===== src/rtl/argmax_pkg.sv =====
// Shared types and constants for the streaming argmax unit.
// ARGMAX_MARGIN_EN (optional) adds runner-up score and margin outputs.
package argmax_pkg;

  localparam int NUM_CLASSES_DEF = 10;
  localparam int DATA_W_DEF      = 64;

  typedef enum logic [1:0] {
    IDLE = 2'd0,
    SCAN = 2'd1,
    DONE = 2'd2
  } argmax_state_t;

  // Class index width; never narrower than one bit.
  function automatic int idx_w(input int n);
    return (n > 2) ? $clog2(n) : 1;
  endfunction

endpackage


===== src/rtl/argmax_cmp.sv =====
// Combinational signed compare/select of a candidate score against the running max.
// With ARGMAX_MARGIN_EN the runner-up score is tracked as well.
module argmax_cmp #(
  parameter int DATA_W = 64,
  parameter int IDX_W  = 4
) (
  input  logic                     i_first,
  input  logic signed [DATA_W-1:0] i_cand,
  input  logic [IDX_W-1:0]         i_cand_idx,
  input  logic signed [DATA_W-1:0] i_cur_max,
  input  logic [IDX_W-1:0]         i_cur_idx,
`ifdef ARGMAX_MARGIN_EN
  input  logic signed [DATA_W-1:0] i_cur_sec,
  input  logic                     i_sec_vld,
  output logic signed [DATA_W-1:0] o_nxt_sec,
  output logic                     o_nxt_sec_vld,
`endif
  output logic signed [DATA_W-1:0] o_nxt_max,
  output logic [IDX_W-1:0]         o_nxt_idx
);

  logic w_gt;
  // Strict compare: ties keep the lower index already held.
  assign w_gt = i_cand > i_cur_max;

  always_comb begin
    o_nxt_max = i_cur_max;
    o_nxt_idx = i_cur_idx;
    if (i_first) begin
      o_nxt_max = i_cand;
      o_nxt_idx = '0;
    end else if (w_gt) begin
      o_nxt_max = i_cand;
      o_nxt_idx = i_cand_idx;
    end
  end

`ifdef ARGMAX_MARGIN_EN
  // Runner-up mirrors the max after one beat so a single-beat frame has zero margin.
  always_comb begin
    o_nxt_sec     = i_cur_sec;
    o_nxt_sec_vld = 1'b1;
    if (i_first) begin
      o_nxt_sec     = i_cand;
      o_nxt_sec_vld = 1'b0;
    end else if (w_gt) begin
      o_nxt_sec = i_cur_max;
    end else if (!i_sec_vld || (i_cand > i_cur_sec)) begin
      o_nxt_sec = i_cand;
    end
  end
`endif

endmodule


===== src/rtl/argmax_stream.sv =====
// Streaming argmax over NUM_CLASSES signed scores with a held valid/ready result port.
// Optional macro ARGMAX_MARGIN_EN adds second_val and margin outputs.
module argmax_stream
  import argmax_pkg::*;
#(
  parameter  int NUM_CLASSES = NUM_CLASSES_DEF,
  parameter  int DATA_W      = DATA_W_DEF,
  localparam int IDX_W       = idx_w(NUM_CLASSES)
) (
  input  logic              clk,
  input  logic              resetn,
  input  logic              start,
  input  logic              s_valid,
  output logic              s_ready,
  input  logic [DATA_W-1:0] s_data,
  input  logic              s_last,
  output logic              res_valid,
  input  logic              res_ready,
  output logic [IDX_W-1:0]  max_index,
  output logic [DATA_W-1:0] max_val,
  output logic              len_err,
`ifdef ARGMAX_MARGIN_EN
  output logic [DATA_W-1:0] second_val,
  output logic [DATA_W:0]   margin,
`endif
  output logic              busy
);

  // One spare count bit so the counter can step past NUM_CLASSES-1 without wrapping.
  localparam int               CNT_W    = IDX_W + 1;
  localparam logic [CNT_W-1:0] LAST_CNT = CNT_W'(NUM_CLASSES - 1);

  argmax_state_t     r_state, w_next;
  logic [CNT_W-1:0]  r_cnt;
  logic [IDX_W-1:0]  r_idx, w_nidx;
  logic [DATA_W-1:0] r_max, w_nmax;
  logic              r_len_err, r_res_valid;
  logic              w_acc, w_first, w_cnt_end, w_end;
`ifdef ARGMAX_MARGIN_EN
  logic [DATA_W-1:0] r_sec, w_nsec;
  logic              r_sec_vld, w_nsec_vld;
  logic [DATA_W:0]   r_margin;
`endif

  assign w_acc     = s_valid && (r_state == SCAN);
  assign w_first   = (r_cnt == '0);
  assign w_cnt_end = (r_cnt == LAST_CNT);
  assign w_end     = w_acc && (s_last || w_cnt_end);

  argmax_cmp #(.DATA_W(DATA_W), .IDX_W(IDX_W)) u_cmp (
    .i_first       (w_first),
    .i_cand        (s_data),
    .i_cand_idx    (r_cnt[IDX_W-1:0]),
    .i_cur_max     (r_max),
    .i_cur_idx     (r_idx),
`ifdef ARGMAX_MARGIN_EN
    .i_cur_sec     (r_sec),
    .i_sec_vld     (r_sec_vld),
    .o_nxt_sec     (w_nsec),
    .o_nxt_sec_vld (w_nsec_vld),
`endif
    .o_nxt_max     (w_nmax),
    .o_nxt_idx     (w_nidx)
  );

  always_ff @(posedge clk or negedge resetn) begin
    if (!resetn) r_state <= IDLE;
    else         r_state <= w_next;
  end

  always_comb begin
    w_next = r_state;
    unique case (r_state)
      IDLE:    if (start)     w_next = SCAN;
      SCAN:    if (w_end)     w_next = DONE;
      DONE:    if (res_ready) w_next = IDLE;
      default: w_next = IDLE;
    endcase
  end

  always_comb begin
    s_ready = (r_state == SCAN);
    busy    = (r_state != IDLE);
  end

  always_ff @(posedge clk or negedge resetn) begin
    if (!resetn) begin
      r_cnt       <= '0;
      r_idx       <= '0;
      r_max       <= '0;
      r_len_err   <= 1'b0;
      r_res_valid <= 1'b0;
`ifdef ARGMAX_MARGIN_EN
      r_sec       <= '0;
      r_sec_vld   <= 1'b0;
      r_margin    <= '0;
`endif
    end else begin
      unique case (r_state)
        IDLE: if (start) begin
          r_cnt       <= '0;
          r_len_err   <= 1'b0;
          r_res_valid <= 1'b0;
        end
        SCAN: if (w_acc) begin
          r_cnt <= r_cnt + CNT_W'(1);
          r_max <= w_nmax;
          r_idx <= w_nidx;
`ifdef ARGMAX_MARGIN_EN
          r_sec     <= w_nsec;
          r_sec_vld <= w_nsec_vld;
`endif
          if (w_end) begin
            r_res_valid <= 1'b1;
            // Early s_last or a missing s_last on the final beat both flag the frame.
            r_len_err   <= s_last ^ w_cnt_end;
`ifdef ARGMAX_MARGIN_EN
            r_margin    <= {w_nmax[DATA_W-1], w_nmax} - {w_nsec[DATA_W-1], w_nsec};
`endif
          end
        end
        DONE: if (res_ready) r_res_valid <= 1'b0;
        default: ;
      endcase
    end
  end

  assign res_valid = r_res_valid;
  assign max_index = r_idx;
  assign max_val   = r_max;
  assign len_err   = r_len_err;
`ifdef ARGMAX_MARGIN_EN
  assign second_val = r_sec;
  assign margin     = r_margin;
`endif

endmodule

===== config.mk =====
export PLATFORM = sky130hd
export DESIGN_NAME = argmax_stream
export DESIGN_NICKNAME = d
export VERILOG_FILES = /design/src/rtl/argmax_pkg.sv /design/src/rtl/argmax_cmp.sv /design/src/rtl/argmax_stream.sv
export SDC_FILE = /design/constraint.sdc
export NUM_CORES = 1
export LEC_CHECK = 0
export BUFFER_PORTS_ARGS = -buffer_cell sky130_fd_sc_hd__buf_2
export CAP_MARGIN = 10
export CORE_ASPECT_RATIO = 0.5
export CORE_MARGIN = 2
export CORE_UTILIZATION = 48
export DETAILED_ROUTE_END_ITERATION = 10
export HOLD_SLACK_MARGIN = 0.1
export PLACE_DENSITY = 0.74
export SETUP_SLACK_MARGIN = 0.3
export SLEW_MARGIN = 20
export SYNTH_ARGS = -nofsm -noshare
export SYNTH_HDL_FRONTEND = slang
export SYNTH_SLANG_ARGS = --single-unit

===== constraint.sdc =====
create_clock -name clk -period 2.5 [get_ports clk]
set_clock_uncertainty 0.05 [all_clocks]
set_input_delay 0.25 -clock clk [delete_from_list [all_inputs] [get_ports clk]]
set_output_delay 0.25 -clock clk [all_outputs]
set_load 0.1 [all_outputs]

==> summary.md, run 1 <==
| Metric | Value |
|---|---|
| Number of filler instances in the final layout | 729 |
| Kind of critical path | reg2reg |
| Wire length of the first global-routing pass | 24900 µm |
| Final slew viol count | 0 |
| Syn nets | 733 |
| Multiplexer area fraction after synthesis | 1.03% |
| Worst Slack Setup Final | -0.395 ns |
| Overall global routing resource usage | 27.0% |
| Critical-path maximum fanout | 6 |
| Synthesis Warnings | 0 |
| CP Launch Type | flip-flop |
| Arr. time, crit path | 3.05 ns |
| Grt ovf | 0 |
| Clock net sink count | 77 |
| Number of H-tree levels | 3 |
| Final-report hold violation count | 0 |
| Least-Margin Pin Slew | 0.504 ns |
| Wire length after detailed routing | 16500 µm |
| Max Clock Freq | 345 MHz |
| CTS root buffer | sky130_fd_sc_hd__clkbuf_16 |
| Compound-cell area share of the yosys netlist | 14.7% |
| Netlist area before placement | 4990 µm² |
| Worst endpoint required time | 2.66 ns |
| CTS Buffer Depth | 2 |
| Via count | 5250 |
| Type of the worst min-delay path | in2reg |
| Area share of xor/xnor cells in the synthesized design | 0.526% |
| Antenna fix cells | 0 |
| Nets@finish | 980 |
| Max-cap violations | 0 |
| Vias per cell | 5.32 |
| Status | complete, but fails checks |
| Synth unique cells | 41 |
| Die height | 76.1 µm |
| Area used by multi-input combinational logic | 2930 µm² |
| Total CTS buffers | 9 |
| Core region area | 10100 µm² |
| Initial antenna violation count | 0 |
| Largest net degree at the start of global routing | 43 |
| Cells traversed along the worst timing path | inv_1 -> ha_1 -> nand4_1 -> or4_4 -> nor3_4 -> o31a_1 -> nor3_4 -> a21oi_4 -> buf_6 -> buf_12 -> clkbuf_16 -> o22ai_1 |
| Gpl congestion | 0.792 |
| Flop and latch count out of synthesis | 77 |
| Per-cell routed wire length | 16.7 µm |
| Mean Syn Cell Area | 8.39 µm² |
| Number of placed I/O pins | 142 |
| Top delay family on crit path | simple AND/OR/NAND/NOR gates |
| Cell repeated most along the worst path | sky130_fd_sc_hd__nor3_4 |
| Number of cells produced by synthesis | 595 |
| Slew Limit Headroom | 66.6% |
| Number of placed cells counting well taps | 952 |
| Vias in the first global route | 5227 |
| Synthesized-area fraction occupied by adder cells | 17.0% |
| Number of buffer and inverter instances along the worst setup path | 4 |
| Critical Path Max Stage Delay | 0.60 ns |
| Minimum setup slack among reg-to-reg paths | -0.39 ns |
| Die Outline Area | 11300 µm² |
| Cell at the slowest stage of the critical path | sky130_fd_sc_hd__or4_4 |
| Number of antenna-violating nets in the routed design | 0 |
| Starting Density | 49.2% |
| DIE WIDTH | 148 µm |
| Post-detailed-placement half-perimeter wirelength | 10700 µm |
| TritonRoute pass-1 iters | 4 |
| Number of port buffers | 141 |
| CTS tree | built |
| Sequential standard cell area | 2130 µm² |
| Number of setup violations in the final report | 68 |
| Setup repair after global routing missed its margin | yes |
| Largest family of logic cells by synthesized area | simple AND/OR/NAND/NOR gates |
| Worst-Skew Late Latency | 0.33 ns |
| Share of layout cells above drive strength 1 | 46.0% |
| 1st-iter DRT viols | 362 |
| Drc violations | 0 |
| CTS clk-pin slew, worst paths | 0.06 ns |
| Final cell count without fillers | 987 |
| Simple-gate share of the synthesized area | 18.9% |
| Final period demand of the worst path | 2.89 ns |
| Setup crit end kind | flip-flop |
| Rows | 26 |
| Share of the clock period used by the worst path | 116% |
| Area delta synth->final | 54.6% |
| Post-synthesis sequential area ratio | 38.6% |
| Failing checks | setup timing |
==> stage by stage <==
step | setup WS [ns] | hold WS (ns) | instance area, µm² | setup TNS [ns] | util (%)
floorplan | -0.254 | -0.0956 | 5260 | -14.01 | -
global placement | -0.218 | 0.191 | 6840 | -13.51 | 67.4
detailed placement | -0.315 | 0.193 | 6840 | -18.37 | 67.4
CTS | -0.225 | 0.115 | 7390 | -12.53 | 72.8
global route | -0.468 | 0.124 | 7720 | -28.01 | 76.0
finish | -0.395 | 0.125 | 7720 | -22.80 | 76.0
==> path summary, 6_finish.rpt <==
kind	start	to	depth (start not counted)
worst max-delay path	max_val[21]$_DFFE_PN0P_	max_val[4]$_DFFE_PN0P_	12
worst min-delay path	s_data[32]	max_val[32]$_DFFE_PN0P_	3
worst max register to register	max_val[21]$_DFFE_PN0P_	max_val[4]$_DFFE_PN0P_	12
worst min register to register	res_valid$_DFFE_PN0P_	res_valid$_DFFE_PN0P_	2
max in group asynchronous	resetn	max_val[13]$_DFFE_PN0P_	3
min in group asynchronous	resetn	len_err$_DFFE_PN0P_	2
==> cell usage in the layout (no fill, tap or decap), drive strengths merged, types with 4 or more instances in the layout <==
| cell type | netlist | layout |
|---|---|---|
| nor2 | 10 | 10 |
| o21ai | 13 | 13 |
| ha | 68 | 68 |
| nand2 | 158 | 158 |
| a21oi | 30 | 30 |
| dfrtp | 77 | 77 |
| nor4 | 4 | 4 |
| inv | 73 | 73 |
| mux2i | 4 | 4 |
| o22ai | 64 | 64 |
| buf | 14 | 260 |
| nand4 | 18 | 18 |
| clkbuf | 15 | 14 |
| nor3 | 6 | 6 |
| nand3 | 10 | 10 |
==> synthesized netlist by cell type <==
library cell | instances | area share, %
sky130_fd_sc_hd__and3_1 | 1 | 0.13
sky130_fd_sc_hd__inv_1 | 73 | 5.5
sky130_fd_sc_hd__nor3_1 | 5 | 0.50
sky130_fd_sc_hd__a22o_1 | 1 | 0.18
sky130_fd_sc_hd__nor3_2 | 1 | 0.20
sky130_fd_sc_hd__buf_4 | 1 | 0.15
sky130_fd_sc_hd__nand2b_1 | 3 | 0.38
sky130_fd_sc_hd__a31oi_1 | 1 | 0.13
sky130_fd_sc_hd__a21oi_2 | 1 | 0.18
sky130_fd_sc_hd__or4_4 | 1 | 0.23
sky130_fd_sc_hd__o211ai_1 | 1 | 0.15
sky130_fd_sc_hd__nand3_1 | 10 | 1.0
sky130_fd_sc_hd__a32o_1 | 1 | 0.20
sky130_fd_sc_hd__o31a_1 | 1 | 0.18
sky130_fd_sc_hd__a221oi_1 | 2 | 0.35
sky130_fd_sc_hd__a221o_1 | 1 | 0.20
sky130_fd_sc_hd__ha_1 | 68 | 17
sky130_fd_sc_hd__nor2b_1 | 3 | 0.38
sky130_fd_sc_hd__a21oi_1 | 29 | 2.9
sky130_fd_sc_hd__o21ai_0 | 13 | 1.3
sky130_fd_sc_hd__a211oi_1 | 2 | 0.30
sky130_fd_sc_hd__a21o_1 | 2 | 0.30
sky130_fd_sc_hd__clkbuf_1 | 15 | 1.1
sky130_fd_sc_hd__nand2_1 | 158 | 12
sky130_fd_sc_hd__o2bb2ai_1 | 1 | 0.18
sky130_fd_sc_hd__a2111oi_0 | 1 | 0.18
sky130_fd_sc_hd__nand4_1 | 18 | 2.3
sky130_fd_sc_hd__xnor2_1 | 2 | 0.35
sky130_fd_sc_hd__mux2i_1 | 4 | 0.80
sky130_fd_sc_hd__o22ai_1 | 64 | 8.0
sky130_fd_sc_hd__or2_2 | 1 | 0.13
sky130_fd_sc_hd__nand3b_1 | 1 | 0.15
sky130_fd_sc_hd__buf_6 | 9 | 2.0
sky130_fd_sc_hd__nor4_1 | 4 | 0.50
sky130_fd_sc_hd__xor2_1 | 1 | 0.18
sky130_fd_sc_hd__and2_1 | 1 | 0.13
sky130_fd_sc_hd__mux2_2 | 1 | 0.23
sky130_fd_sc_hd__or4_1 | 2 | 0.30
sky130_fd_sc_hd__dfrtp_1 | 77 | 39
sky130_fd_sc_hd__buf_2 | 4 | 0.40
sky130_fd_sc_hd__nor2_1 | 10 | 0.75
==> worst register-to-register path, stage by stage (launching register included) <==
cell and delay, ns:
sky130_fd_sc_hd__dfrtp_4 0.41, sky130_fd_sc_hd__inv_1 0.05, sky130_fd_sc_hd__ha_1 0.30, sky130_fd_sc_hd__nand4_1 0.18, sky130_fd_sc_hd__or4_4 0.60, sky130_fd_sc_hd__nor3_4 0.21, sky130_fd_sc_hd__o31a_1 0.21, sky130_fd_sc_hd__nor3_4 0.07
sky130_fd_sc_hd__a21oi_4 0.19, sky130_fd_sc_hd__buf_6 0.14, sky130_fd_sc_hd__buf_12 0.11, sky130_fd_sc_hd__clkbuf_16 0.14, sky130_fd_sc_hd__o22ai_1 0.10
==> layout make-up <==
type	count	area share [%]
clock buffer	10	2.97
clock inverter	6	1.44
inverter	73	3.55
multi-input combinational	416	38.0
sequential	77	27.6
tap	140	2.27
timing repair buffer	265	24.3
==> what timing repair did <==
item                                    in CTS  in global routing
resized for setup                           14                 24
endpoints found under the setup margin      68                 68
pin swaps                                    6                  6
buffers inserted                             6                  6
gates cloned                                 2                  4
hold buffers                                 1                  0
hold endpoints to repair                    33                  0
==> cell families after synthesis <==
family	after synthesis
flops	77
buf+inv	102
xor+xnor	3
fa+ha+maj	68
mux	5
simple gates	219
compound gates	121
==> state kept, by name, summed over array words and instances (netlist names) <==
| name | cells |
|---|---|
| r_state | 2 |
| res_valid | 1 |
| len_err | 1 |
| max_val | 64 |
| r_cnt | 5 |
| max_index | 4 |
==> per-layer routing <==
layer,up-vias,global-route usage [%],share of wire (%)
li1,2540,-,-
met1,2533,36.6,46
met2,150,43.9,47
met3,27,5.57,4.7
met4,0,7.90,1.8
met5,-,0,0
Power of run 1 is not shown: default switching activity piles up to over one toggle a cycle in this logic, so the estimate is an artifact.
==> run 2, diff against run 1 <==
- SKIP_LAST_GASP: unset -> 1
==> summary.md, run 2 (synthesized netlist as in run 1, its figures left out) <==
| Metric | Value |
|---|---|
| Status | complete, but fails checks |
| Failing checks | setup timing |
| Worst reg2reg endpoint | max_val[4]$_DFFE_PN0P_ |
| Number of antenna-violating nets in the routed design | 0 (unchanged) |
| Count of cells along the worst hold path | 3 (unchanged) |
| Final design instance area without fill | 7710 µm² (about the same) |
| Vias per cell | 5.39 (+1.3%) |
| Number of setup violations in the final report | 68 (unchanged) |
| Placed instance area | 6840 µm² (unchanged) |
| Vias in the first global route | 5227 (unchanged) |
| Via count | 5319 (+1.3%) |
| TritonRoute pass-1 iters | 5 (+1) |
| Rows | 26 (unchanged) |
| Total CTS buffers | 9 (unchanged) |
| CP Launch Type | flip-flop |
| Slew Limit Headroom | 66.6% (about the same) |
| Initial antenna violation count | 0 (unchanged) |
| Arr. time, crit path | 3.05 ns (about the same) |
| Worst reg2reg path depth | 12 (unchanged) |
| CTS Buffer Depth | 2 (unchanged) |
| Worst-Skew Late Latency | 0.34 ns (about the same) |
| Starting Density | 49.2% (unchanged) |
| Wire length of the first global-routing pass | 24900 µm (unchanged) |
| Nets@finish | 980 (unchanged) |
| Flip-flop count of the largest register after layout | 64 (unchanged) |
| Share of layout cells above drive strength 1 | 45.9% (-0.12 points) |
| Wire length after detailed routing | 16400 µm (about the same) |
| Worst Slack Setup Final | -0.393 ns (+0.00123 ns) |
| Die Outline Area | 11300 µm² (unchanged) |
| Post-detailed-placement half-perimeter wirelength | 10700 µm (unchanged) |
| Setup crit end kind | flip-flop |
| Per-cell routed wire length | 16.7 µm (about the same) |
| Clock net sink count | 77 (unchanged) |
| Final slew viol count | 0 (unchanged) |
| Most frequent cells in the layout | sky130_fd_sc_hd__nand2_1 (157), sky130_fd_sc_hd__buf_2 (140), sky130_fd_sc_hd__buf_4 (107), sky130_fd_sc_hd__inv_1 (64), sky130_fd_sc_hd__o22ai_1 (57) |
| Number of H-tree levels | 3 (unchanged) |
| Cell at the slowest stage of the critical path | sky130_fd_sc_hd__or4_4 |
| Most common library cell in the layout ignoring fill and taps | sky130_fd_sc_hd__nand2_1 |
| Worst Hold Path EP | max_val[32]$_DFFE_PN0P_ |
| Core region area | 10100 µm² (unchanged) |
| Drc violations | 0 (unchanged) |
| Overall global routing resource usage | 27.0% (unchanged) |
| Cell repeated most along the worst path | sky130_fd_sc_hd__nor3_4 |
| Minimum setup slack among reg-to-reg paths | -0.39 ns (about the same) |
| Max Clock Freq | 346 MHz (about the same) |
| Kind of critical path | reg2reg |
| Critical-path maximum fanout | 6 (unchanged) |
| DIE WIDTH | 148 µm (unchanged) |
| Share of the clock period used by the worst path | 116% (about the same) |
| Final-report hold violation count | 0 (unchanged) |
| Cells traversed along the worst timing path | inv_1 -> ha_1 -> nand4_1 -> or4_4 -> nor3_4 -> o31a_1 -> nor3_4 -> a21oi_4 -> buf_6 -> buf_12 -> clkbuf_16 -> o22ai_1 |
| Grt ovf | 0 (unchanged) |
| Critical Path Max Stage Delay | 0.60 ns (about the same) |
| Number of port buffers | 141 (unchanged) |
| Max-cap violations | 0 (unchanged) |
| Number of placed I/O pins | 142 (unchanged) |
| CTS tree | built |
| Reg2reg start | max_val[21]$_DFFE_PN0P_ |
| Origin of the worst min-delay path | s_data[32] |
| Type of the worst min-delay path | in2reg |
| Setup repair after global routing missed its margin | yes |
| CTS clk-pin slew, worst paths | 0.07 ns (about the same) |
| Antenna fix cells | 0 (unchanged) |
| Final period demand of the worst path | 2.89 ns (-0.00123 ns) |
| Worst endpoint required time | 2.65 ns (about the same) |
| Largest net degree at the start of global routing | 43 (unchanged) |
| Least-Margin Pin Slew | 0.504 ns (+0.0000836 ns) |
| Die height | 76.1 µm (unchanged) |
| CTS root buffer | sky130_fd_sc_hd__clkbuf_16 |
| Gpl congestion | 0.792 (unchanged) |
| Area delta synth->final | 54.4% (about the same) |
| 1st-iter DRT viols | 415 (+15%) |
-- run 2: final cells by class --
| type | instances | area, µm² |
|---|---|---|
| Clock buffer | 10 | 229 |
| Clock inverter | 6 | 111 |
| Fill cell | 732 | 2440 |
| Inverter | 73 | 274 |
| Multi-Input combinational cell | 416 | 2920 |
| Sequential cell | 77 | 2130 |
| Tap cell | 140 | 175 |
| Timing Repair Buffer | 265 | 1870 |
-- run 2: stage by stage --
stage               TNS, ns  cells  setup slack [ns]  util [%]  hold slack, ns
floorplan            -14.01    595            -0.254         -         -0.0956
global placement     -13.51    952            -0.218      67.4           0.191
detailed placement   -18.37    952            -0.315      67.4           0.193
CTS                  -12.53    977            -0.225      72.8           0.115
global route         -28.02    987            -0.468      76.0           0.124
finish               -22.62    987            -0.393      76.0           0.124
-- run 2: layer usage --
| metal | global-route usage [%] | wire (µm) | vias up |
|---|---|---|---|
| li1 | - | - | 2540 |
| met1 | 36.6 | 7520 | 2574 |
| met2 | 43.9 | 7710 | 174 |
| met3 | 5.57 | 892 | 31 |
| met4 | 7.90 | 315 | 0 |
| met5 | 0 | 0 | - |
-- run 2: worst max-delay path by stage --
stage | from | to | slack [ns] | cells after the start
5_1_grt | max_val[21]$_DFFE_PN0P_ | max_val[4]$_DFFE_PN0P_ | -0.47 | 12
2_1_floorplan | max_val[63]$_DFFE_PN0P_ | max_val[10]$_DFFE_PN0P_ | -0.25 | 11
3_5_place_dp | max_val[5]$_DFFE_PN0P_ | max_val[25]$_DFFE_PN0P_ | -0.31 | 10
4_1_cts | max_val[5]$_DFFE_PN0P_ | max_val[58]$_DFFE_PN0P_ | -0.23 | 12
6_report | max_val[21]$_DFFE_PN0P_ | max_val[4]$_DFFE_PN0P_ | -0.39 | 12
3_3_place_gp | max_val[7]$_DFFE_PN0P_ | max_val[23]$_DFFE_PN0P_ | -0.22 | 10
-- run 2: repair_timing --
action | 4_1_cts | 5_1_grt
buffers inserted | 6 | 6
resized for setup | 14 | 23
endpoints found under the hold margin | 33 | 0
hold buffers | 1 | 0
cloned | 2 | 4
pin swaps | 6 | 6
endpoints found under the setup margin | 68 | 68
-- run 2: critical path, delay by kind of cell, from the launching register on --
family	cells	cell delay [ns]
AOI/OAI and AO/OA	3	0.49
adders and majority gates	1	0.30
and+or+nand+nor	4	1.06
DFF	1	0.41
buffers and inverters	4	0.44
Power of run 2 is left out for the same reason.
==> run 3, diff against run 2 <==
- SETUP_SLACK_MARGIN: 0.3 -> unset
==> summary.md, run 3 (synthesized netlist as in run 1, its figures left out) <==
| Metric | Value |
|---|---|
| Status | complete, but fails checks |
| Failing checks | setup timing |
| Largest net degree at the start of global routing | 70 (+63%) |
| DIE WIDTH | 148 µm (unchanged) |
| Initial antenna violation count | 1 (+1) |
| Number of placed I/O pins | 142 (unchanged) |
| Starting Density | 49.2% (unchanged) |
| Grt ovf | 0 (unchanged) |
| Cell at the slowest stage of the critical path | sky130_fd_sc_hd__or4_4 |
| TritonRoute pass-1 iters | 5 (unchanged) |
| Wire length after detailed routing | 18400 µm (+12%) |
| Post-detailed-placement half-perimeter wirelength | 10600 µm (-1.0%) |
| Count of cells along the worst hold path | 3 (unchanged) |
| Worst-Skew Late Latency | 0.35 ns (about the same) |
| Most frequent cells in the layout | sky130_fd_sc_hd__nand2_1 (157), sky130_fd_sc_hd__buf_2 (140), sky130_fd_sc_hd__buf_4 (116), sky130_fd_sc_hd__inv_1 (59) |
| Worst endpoint required time | 2.66 ns (about the same) |
| Clock net sink count | 77 (unchanged) |
| Die Outline Area | 11300 µm² (unchanged) |
| Vias in the first global route | 5318 (+1.7%) |
| CTS Buffer Depth | 2 (unchanged) |
| Reg2reg start | max_val[37]$_DFFE_PN0P_ |
| Share of layout cells above drive strength 1 | 50.4% (+4.4 points) |
| CTS root buffer | sky130_fd_sc_hd__clkbuf_16 |
| Critical-path maximum fanout | 6 (unchanged) |
| Cells traversed along the worst timing path | inv_1 -> ha_1 -> nand4_1 -> or4_4 -> nor3_4 -> o31a_1 -> nor3_4 -> a21oi_4 -> buf_6 -> clkbuf_16 -> o22ai_1 |
| Kind of critical path | reg2reg |
| Minimum setup slack among reg-to-reg paths | -0.47 ns (-0.07 ns) |
| Setup repair after global routing missed its margin | yes |
| Type of the worst min-delay path | in2reg |
| Share of the clock period used by the worst path | 119% (+3.0 points) |
| Total CTS buffers | 9 (unchanged) |
| Max Clock Freq | 337 MHz (-2.5%) |
| Worst reg2reg endpoint | max_val[46]$_DFFE_PN0P_ |
| CTS tree | built |
| Arr. time, crit path | 3.13 ns (+0.08 ns) |
| Number of port buffers | 141 (unchanged) |
| Area delta synth->final | 60.7% |
| Per-cell routed wire length | 18.5 µm (+11%) |
| Slew Limit Headroom | 62.5% (-4.1 points) |
| Max-cap violations | 0 (unchanged) |
| Die height | 76.1 µm (unchanged) |
| Number of antenna-violating nets in the routed design | 0 (unchanged) |
| CTS clk-pin slew, worst paths | 0.07 ns (about the same) |
| Drc violations | 0 (unchanged) |
| Core region area | 10100 µm² (unchanged) |
| Most common library cell in the layout ignoring fill and taps | sky130_fd_sc_hd__nand2_1 |
| 1st-iter DRT viols | 434 (+4.6%) |
| Worst Slack Setup Final | -0.468 ns (-0.0744 ns) |
| Setup crit end kind | flip-flop |
| Origin of the worst min-delay path | s_data[14] |
| Number of buffer and inverter instances along the worst setup path | 3 (-1) |
| Top delay family on crit path | simple AND/OR/NAND/NOR gates |
| Gpl congestion | 0.845 (+6.7%) |
| Placed instance area | 6870 µm² (+0.40%) |
| Number of H-tree levels | 3 (unchanged) |
| Nets@finish | 989 (+0.92%) |
| Final slew viol count | 0 (unchanged) |
| Wire length of the first global-routing pass | 26300 µm (+6.0%) |
| Flip-flop count of the largest register after layout | 64 (unchanged) |
| Rows | 26 (unchanged) |
| Final design instance area without fill | 8020 µm² (+4.0%) |
| Critical Path Max Stage Delay | 0.54 ns (-0.06 ns) |
| Cell repeated most along the worst path | sky130_fd_sc_hd__nor3_4 |
| Worst reg2reg path depth | 11 (-1) |
| Final period demand of the worst path | 2.97 ns (+0.0744 ns) |
| CP Launch Type | flip-flop |
| Worst Hold Path EP | max_val[14]$_DFFE_PN0P_ |
| Final-report hold violation count | 0 (unchanged) |
| Number of setup violations in the final report | 68 (unchanged) |
| Via count | 5650 (+6.2%) |
| Final cell count without fillers | 997 (+1.0%) |
| Vias per cell | 5.67 (+5.2%) |
| Overall global routing resource usage | 29.5% (+2.5 points) |
| Number of placed cells counting well taps | 959 (+0.74%) |
| Least-Margin Pin Slew | 0.562 ns (+0.0579 ns) |
==> run 3: area by class of cell <==
cell class | count | area [µm²]
clock inverter | 6 | 87.6
timing repair buffer | 274 | 1930
antenna | 1 | 2.50
clock buffer | 10 | 229
fill | 630 | 2130
inverter | 73 | 274
multi-input combinational | 416 | 3200
sequential | 77 | 2130
tap | 140 | 175
==> run 3: what timing repair did <==
item	4_1_cts	5_1_grt
setup buffers	12	1
hold endpoints to repair	39	0
hold buffers	1	0
pin swaps	7	1
gates resized for setup	46	39
endpoints found under the setup margin	68	68
cloned	4	3
==> run 3: per-stage QoR <==
stage               TNS, ns  util [%]  setup WS, ns  hold WS [ns]
floorplan            -14.01         -        -0.254       -0.0956
global placement     -19.04      67.7        -0.304         0.216
detailed placement   -22.39      67.7        -0.365         0.222
CTS                  -15.58      75.6        -0.258         0.113
global route         -35.75      79.0        -0.597         0.119
finish               -26.67      79.0        -0.468         0.114
==> run 3: layer usage <==
metal	up-vias	global-route usage (%)	wire length (µm)
met3	86	4.97	1530
li1	2569	-	-
met4	0	9.14	811
met2	308	48.6	8270
met1	2687	40.0	7810
met5	-	0	0
==> run 3: worst reg2reg max path: stages (launching register included) <==
cell and delay, ns:
sky130_fd_sc_hd__dfrtp_4 0.43, sky130_fd_sc_hd__inv_1 0.05, sky130_fd_sc_hd__ha_1 0.33, sky130_fd_sc_hd__nand4_1 0.16, sky130_fd_sc_hd__or4_4 0.54, sky130_fd_sc_hd__nor3_4 0.28, sky130_fd_sc_hd__o31a_1 0.25, sky130_fd_sc_hd__nor3_4 0.07
sky130_fd_sc_hd__a21oi_4 0.20, sky130_fd_sc_hd__buf_6 0.18, sky130_fd_sc_hd__clkbuf_16 0.18, sky130_fd_sc_hd__o22ai_1 0.13
==> run 3: worst max path at each step <==
stage | start | to | slack [ns] | cells past startpoint
floorplan | max_val[63]$_DFFE_PN0P_ | max_val[10]$_DFFE_PN0P_ | -0.25 | 11
global placement | max_val[34]$_DFFE_PN0P_ | max_val[11]$_DFFE_PN0P_ | -0.30 | 10
detailed placement | max_val[23]$_DFFE_PN0P_ | max_val[29]$_DFFE_PN0P_ | -0.37 | 10
CTS | max_val[51]$_DFFE_PN0P_ | max_index[2]$_DFFE_PN0P_ | -0.26 | 11
global route | max_val[23]$_DFFE_PN0P_ | max_val[46]$_DFFE_PN0P_ | -0.60 | 13
finish | max_val[37]$_DFFE_PN0P_ | max_val[46]$_DFFE_PN0P_ | -0.47 | 11
Power of run 3 is left out for the same reason.
